--- config.mk ---
export PLATFORM = sky130hd
export DESIGN_NAME = spi_xfer_arbiter
export DESIGN_NICKNAME = d
export VERILOG_FILES = /design/src/rtl/spi_xfer_arbiter.sv
export SDC_FILE = /design/constraint.sdc
export NUM_CORES = 1
export LEC_CHECK = 0
export BUFFER_PORTS_ARGS = -buffer_cell sky130_fd_sc_hd__clkbuf_2
export CAP_MARGIN = 20
export CELL_PAD_IN_SITES_DETAIL_PLACEMENT = 2
export CELL_PAD_IN_SITES_GLOBAL_PLACEMENT = 2
export CORE_UTILIZATION = 36
export DETAILED_ROUTE_END_ITERATION = 8
export GPL_TIMING_DRIVEN = 0
export PLACE_DENSITY = 0.82
export SYNTH_ARGS = -nofsm -noshare
export SYNTH_HDL_FRONTEND = slang
export SYNTH_SLANG_ARGS = --single-unit
--- constraint.sdc ---
create_clock -name clk -period 2.3 [get_ports clk]
set_input_delay 0.23 -clock clk [delete_from_list [all_inputs] [get_ports clk]]
set_output_delay 0.23 -clock clk [all_outputs]
set_load 0.02 [all_outputs]
--- src/rtl/spi_xfer_arbiter.sv ---
// Round-robin arbiter sharing one SPI mode-0 master among NUM_REQ clients.
// Define SPI_ARB_FIXED_PRIO_EN for fixed priority (lowest index wins).
module spi_xfer_arbiter #(
  parameter int NUM_REQ = 2,
  parameter int DATA_W  = 32,
  parameter int CLK_DIV = 4,
  parameter int CS_GAP  = 2
) (
  input  logic                      clk,
  input  logic                      rst_n,
  input  logic [NUM_REQ-1:0]        req,
  input  logic [NUM_REQ*DATA_W-1:0] req_data,
  output logic [NUM_REQ-1:0]        gnt,
  output logic [NUM_REQ-1:0]        done,
  output logic [DATA_W-1:0]         rsp_data,
  output logic                      busy,
  output logic                      sclk,
  output logic                      cs_n,
  output logic                      mosi,
  input  logic                      miso
);

  localparam int PW   = $clog2(NUM_REQ);
  localparam int CMAX = (CLK_DIV > CS_GAP) ? CLK_DIV : CS_GAP;
  localparam int CW   = $clog2(CMAX + 1);
  localparam int HW   = $clog2(2 * DATA_W + 1);

  localparam logic [CW-1:0] DIV_LAST  = CW'(CLK_DIV - 1);
  localparam logic [CW-1:0] DIV_PRE   = CW'(CLK_DIV - 2);
  localparam logic [CW-1:0] GAP_LAST  = CW'(CS_GAP - 1);
  localparam logic [HW-1:0] HALF_LAST = HW'(2 * DATA_W - 1);

  typedef enum logic [2:0] {
    IDLE, SETUP, SHIFT, HOLD, GAP
  } state_e;

  state_e              state_q, state_d;
  logic [CW-1:0]       cnt_q, cnt_d;
  logic [HW-1:0]       half_q, half_d;
  logic                sclk_q, sclk_d;
  logic [DATA_W-1:0]   tx_q, tx_d;
  logic [DATA_W-1:0]   rx_q, rx_d;
  logic [DATA_W-1:0]   rsp_q, rsp_d;
  logic [PW-1:0]       own_q, own_d;
  logic [NUM_REQ-1:0]  done_q, done_d;
  logic [PW-1:0]       win;
  logic                any;
`ifndef SPI_ARB_FIXED_PRIO_EN
  logic [PW-1:0]       rr_q, rr_d;
`endif

  always_comb begin
    win = '0;
    any = 1'b0;
`ifdef SPI_ARB_FIXED_PRIO_EN
    for (int i = NUM_REQ - 1; i >= 0; i--) begin
      if (req[i]) begin
        win = PW'(i);
        any = 1'b1;
      end
    end
`else
    for (int k = 0; k < NUM_REQ; k++) begin
      int idx;
      idx = int'(rr_q) + k;
      if (idx >= NUM_REQ) idx = idx - NUM_REQ;
      if (!any && req[idx]) begin
        win = PW'(idx);
        any = 1'b1;
      end
    end
`endif
  end

  always_comb begin
    state_d = state_q;
    cnt_d   = cnt_q + 1'b1;
    half_d  = half_q;
    sclk_d  = sclk_q;
    tx_d    = tx_q;
    rx_d    = rx_q;
    rsp_d   = rsp_q;
    own_d   = own_q;
    done_d  = '0;
`ifndef SPI_ARB_FIXED_PRIO_EN
    rr_d    = rr_q;
`endif
    unique case (state_q)
      IDLE: begin
        cnt_d = '0;
        if (any) begin
          state_d = SETUP;
          tx_d    = req_data[win*DATA_W +: DATA_W];
          own_d   = win;
`ifndef SPI_ARB_FIXED_PRIO_EN
          rr_d    = (win == PW'(NUM_REQ - 1)) ? '0 : win + 1'b1;
`endif
        end
      end
      SETUP: begin
        if (cnt_q == DIV_LAST) begin
          cnt_d   = '0;
          half_d  = '0;
          state_d = SHIFT;
        end
      end
      SHIFT: begin
        if (cnt_q == DIV_LAST) begin
          cnt_d  = '0;
          half_d = half_q + 1'b1;
          sclk_d = ~sclk_q;
          // low->high samples miso; high->low advances mosi except last
          if (!sclk_q) begin
            rx_d = {rx_q[DATA_W-2:0], miso};
          end else if (half_q != HALF_LAST) begin
            tx_d = {tx_q[DATA_W-2:0], 1'b0};
          end
          if (half_q == HALF_LAST) state_d = HOLD;
        end
      end
      HOLD: begin
        if (cnt_q == DIV_PRE) begin
          done_d = NUM_REQ'(1) << own_q;
          rsp_d  = rx_q;
        end
        if (cnt_q == DIV_LAST) begin
          cnt_d   = '0;
          state_d = GAP;
        end
      end
      GAP: begin
        if (cnt_q == GAP_LAST) begin
          cnt_d   = '0;
          state_d = IDLE;
        end
      end
      default: state_d = IDLE;
    endcase
  end

  always_ff @(posedge clk or negedge rst_n) begin
    if (!rst_n) begin
      state_q <= IDLE;
      cnt_q   <= '0;
      half_q  <= '0;
      sclk_q  <= 1'b0;
      tx_q    <= '0;
      rx_q    <= '0;
      rsp_q   <= '0;
      own_q   <= '0;
      done_q  <= '0;
`ifndef SPI_ARB_FIXED_PRIO_EN
      rr_q    <= '0;
`endif
    end else begin
      state_q <= state_d;
      cnt_q   <= cnt_d;
      half_q  <= half_d;
      sclk_q  <= sclk_d;
      tx_q    <= tx_d;
      rx_q    <= rx_d;
      rsp_q   <= rsp_d;
      own_q   <= own_d;
      done_q  <= done_d;
`ifndef SPI_ARB_FIXED_PRIO_EN
      rr_q    <= rr_d;
`endif
    end
  end

  assign gnt      = (state_q == IDLE && any) ? (NUM_REQ'(1) << win) : '0;
  assign busy     = (state_q != IDLE) | any;
  assign done     = done_q;
  assign rsp_data = rsp_q;
  assign sclk     = sclk_q;
  assign cs_n     = (state_q == IDLE) || (state_q == GAP);
  assign mosi     = !cs_n & tx_q[DATA_W-1];

endmodule

==> impl_metrics.tcl <==
set metrics [dict create \
    initial_core_util 0.3736 \
    synth_area_per_cell_um2 11.83 \
    synth_top_cell_area_share 0.5176 \
    hold_path.class "in2reg" \
    first_iter_violations 165 \
    overflow 0 \
    cts.clk_slew.worst_paths_ps 50 \
    grt_max_degree 115 \
    leakagePower_nw 3.450 \
    setup_viol 0 \
    vias 4155 \
    crit_path_end_kind "primary output" \
    diodes 0 \
    cp_max_fo 10 \
    drc 0 \
    yosysUniqueCellTypes 43 \
    gp_congestion 0.7309 \
    die_w_um 125.7 \
    min_from "miso" \
    critPathArrivalTime_ps 1910 \
    min_period_ps 2140 \
    synth_area_leaders "dfrtp_1 52%, mux2_4 7.6%, mux2_2 7.2%" \
    max_slew.worst_pin.slew_ps 952.2 \
    post-route-util 0.4691 \
    numCtsBuffers 17 \
    postCtsSetupBuffers 0 \
    yosysTopAreaCell "dfrtp_1" \
    skew_ps 6.494 \
    via_per_inst 5.273 \
    firstDrtPassIters 4 \
    crit_slowest_cell "dfrtp_1" \
    syn_to_final_growth_pct 25.58 \
    ant_nets 0 \
    worstReg2RegStart "cnt_q[0]" \
    crit_required_ps 2070 \
    cts_tree "built" \
    grt_usage 0.2089 \
    grt_pass1_wl_mm 25.16 \
    ys_async_sr_fraction 1.000 \
    die-area_mm2 0.01581 \
    yosysWarnings 0 \
    numPortBuffers 107 \
    fmax_mhz 467.2 \
    cts_max_level 4 \
    hpwlAfterDp_mm 10.63 \
    grt_pass1_vias 4803 \
    synth_cells 466 \
    hold_viol 0 \
    total_power_mw 7.984 \
    clockBufferDepth 2 \
    syn_area_mm2 0.005512 \
    syn-num-nets 542 \
    cp-start-kind "flip-flop" \
    drv_cap 0 \
    clock-sinks 114 \
    finalCritPeriodShare 0.9306 \
    routed_wl_mm 15.33 \
    rows 44 \
    crit_start "state_q[1]" \
    wire_per_inst_um 19.46 \
    seq_area_frac_synth 0.5176 \
    final_max_slew_viol_count 0 \
    synth_ff_type "dfrtp_1" \
    drive_above_1_share 0.3825 \
    slowest_delay_ps 370 \
    final_net_count 667 \
    ir_drop_mv 0.5304 \
    max_slew_margin 0.3652 \
    fp.coreArea_mm2 0.01475 \
    status "complete, no violations" \
    cts_root_buffer "clkbuf_16" \
    die_y_um 125.7 \
    clock_latency_ps 420 \
    cp_cell_sequence "buf_4 > nor3_2 > o21ai_1 > nor2_1 > clkbuf_2" \
    pin_count 109 \
    antenna_found_initial 0 \
    powerDensity_mw_per_mm2 1154 \
    rsz0062_at_grt "false" \
    yosys_register_bits 114 \
    synth_edf_count 0 \
    worstSetupPathType "reg2out" \
]
[per-stage QoR]
step                      std cells  area (um2)  hold WS [ps]  setup slack, ps  TNS (ps)
final                           788        6922         76.82            159.7         0
after detailed placement        757        6286         434.7           -12.64    -12.64
after global routing            788        6922         73.50            3.921         0
after global placement          757        6277         476.6           -653.2    -73530
after CTS                       788        6915         61.47            29.46         0
after floorplan                 466        5512        -65.59            596.0         0
[power breakdown]
| part | total (mW) | internal, mW | switching [mW] |
|---|---|---|---|
| clock network | 2.78 | 1.87 | 0.916 |
| logic | 2.54 | 1.03 | 1.51 |
| registers | 2.67 | 2.41 | 0.251 |
[state kept, by name (all words and copies together) (netlist names)]
register  count
rsp_data     32
rx_q         32
tx_q         32
half_q        7
cnt_q         3
state_q       3
done          2
own_q         1
rr_q          1
sclk          1
[area by class of cell]
type	count	area, um2
Buffer	37	269.0
Clock buffer	23	467.9
Clock inverter	9	153.9
Fill cell	1523	7833
Inverter	39	146.4
Multi-Input combinational cell	274	2247
Sequential cell	114	2853
Tap cell	184	230.2
Timing Repair Buffer	108	554.3
[final timing paths]
kind	cells after the start	slack, ps	endpoint
worst max-delay path	5	160	gnt[1]
max in group asynchronous	2	1130	tx_q[22]
min in group asynchronous	2	460	rsp_data[6]
worst min register to register	1	500	done[0]
worst min-delay path	2	80	rx_q[0]
worst max register to register	7	260	tx_q[1]
[layout by cell type (no fill, tap or decap), types with 2 or more instances in the layout]
| cell | count |
|---|---|
| a21boi_1 | 6 |
| nor3_1 | 2 |
| nor2_1 | 15 |
| o21a_1 | 3 |
| o21ai_0 | 42 |
| clkinv_2 | 2 |
| o32ai_1 | 32 |
| ha_1 | 6 |
| a21boi_0 | 25 |
| clkbuf_1 | 16 |
| nand2_1 | 10 |
| xor2_1 | 2 |
| clkbuf_2 | 107 |
| buf_12 | 2 |
| buf_6 | 9 |
| bufinv_16 | 4 |
| dfrtp_1 | 114 |
| clkinvlp_4 | 2 |
| mux2_2 | 35 |
| nand3_1 | 4 |
| clkbuf_8 | 3 |
| inv_1 | 39 |
| o31ai_1 | 6 |
| buf_2 | 11 |
| mux2_4 | 28 |
| clkbuf_16 | 17 |
| a31oi_1 | 32 |
| mux2i_1 | 2 |
| nand2b_1 | 2 |
[critical path: cells and delay by family (launching register included)]
kind                   cells  cell delay (ps)
and+or+nand+nor            2              500
buffers and inverters      2              420
AOI/OAI and AO/OA          1              190
DFF                        1              370
[synthesized netlist by cell type, drive strengths merged, types with 2 or more instances]
| master | n |
|---|---|
| dfrtp | 114 |
| mux2 | 64 |
| o21ai | 43 |
| inv | 39 |
| a31oi | 32 |
| o32ai | 32 |
| a21boi | 31 |
| buf | 24 |
| nor2 | 16 |
| clkbuf | 15 |
| nand2 | 11 |
| ha | 7 |
| o31ai | 6 |
| nand2b | 4 |
| nand3 | 4 |
| nor3 | 3 |
| o21a | 3 |
| and2 | 2 |
| mux2i | 2 |
| xor2 | 2 |
[kinds of logic (layout without fill, tap and decap cells)]
logic type / Yosys count / in the layout / synth area share
compound gates: 151 / 151 / 0.1859
flops: 114 / 114 / 0.5176
buf+inv: 78 / 216 / 0.07650
mux: 66 / 66 / 0.1535
simple gates: 47 / 47 / 0.04586
fa+ha+maj: 7 / 7 / 0.01589
xor+xnor: 3 / 3 / 0.004768
[layer usage]
metal,track usage,vias up,part of all wire,wire length (um)
met1,0.2247,2071,0.40,6127
li1,-,1935,-,-
met4,0.08646,0,0.022,339
met3,0.05268,34,0.043,659
met5,0,-,0,0
met2,0.3889,115,0.54,8207
[timing repair]
item | in CTS | in global routing
setup endpoints to repair | 5 | 26
endpoints found under the hold margin | 27 | 0
hold buffers | 1 | 0
gates resized for setup | 2 | 4
No activity file was read; power rests on OpenSTA's default activity.
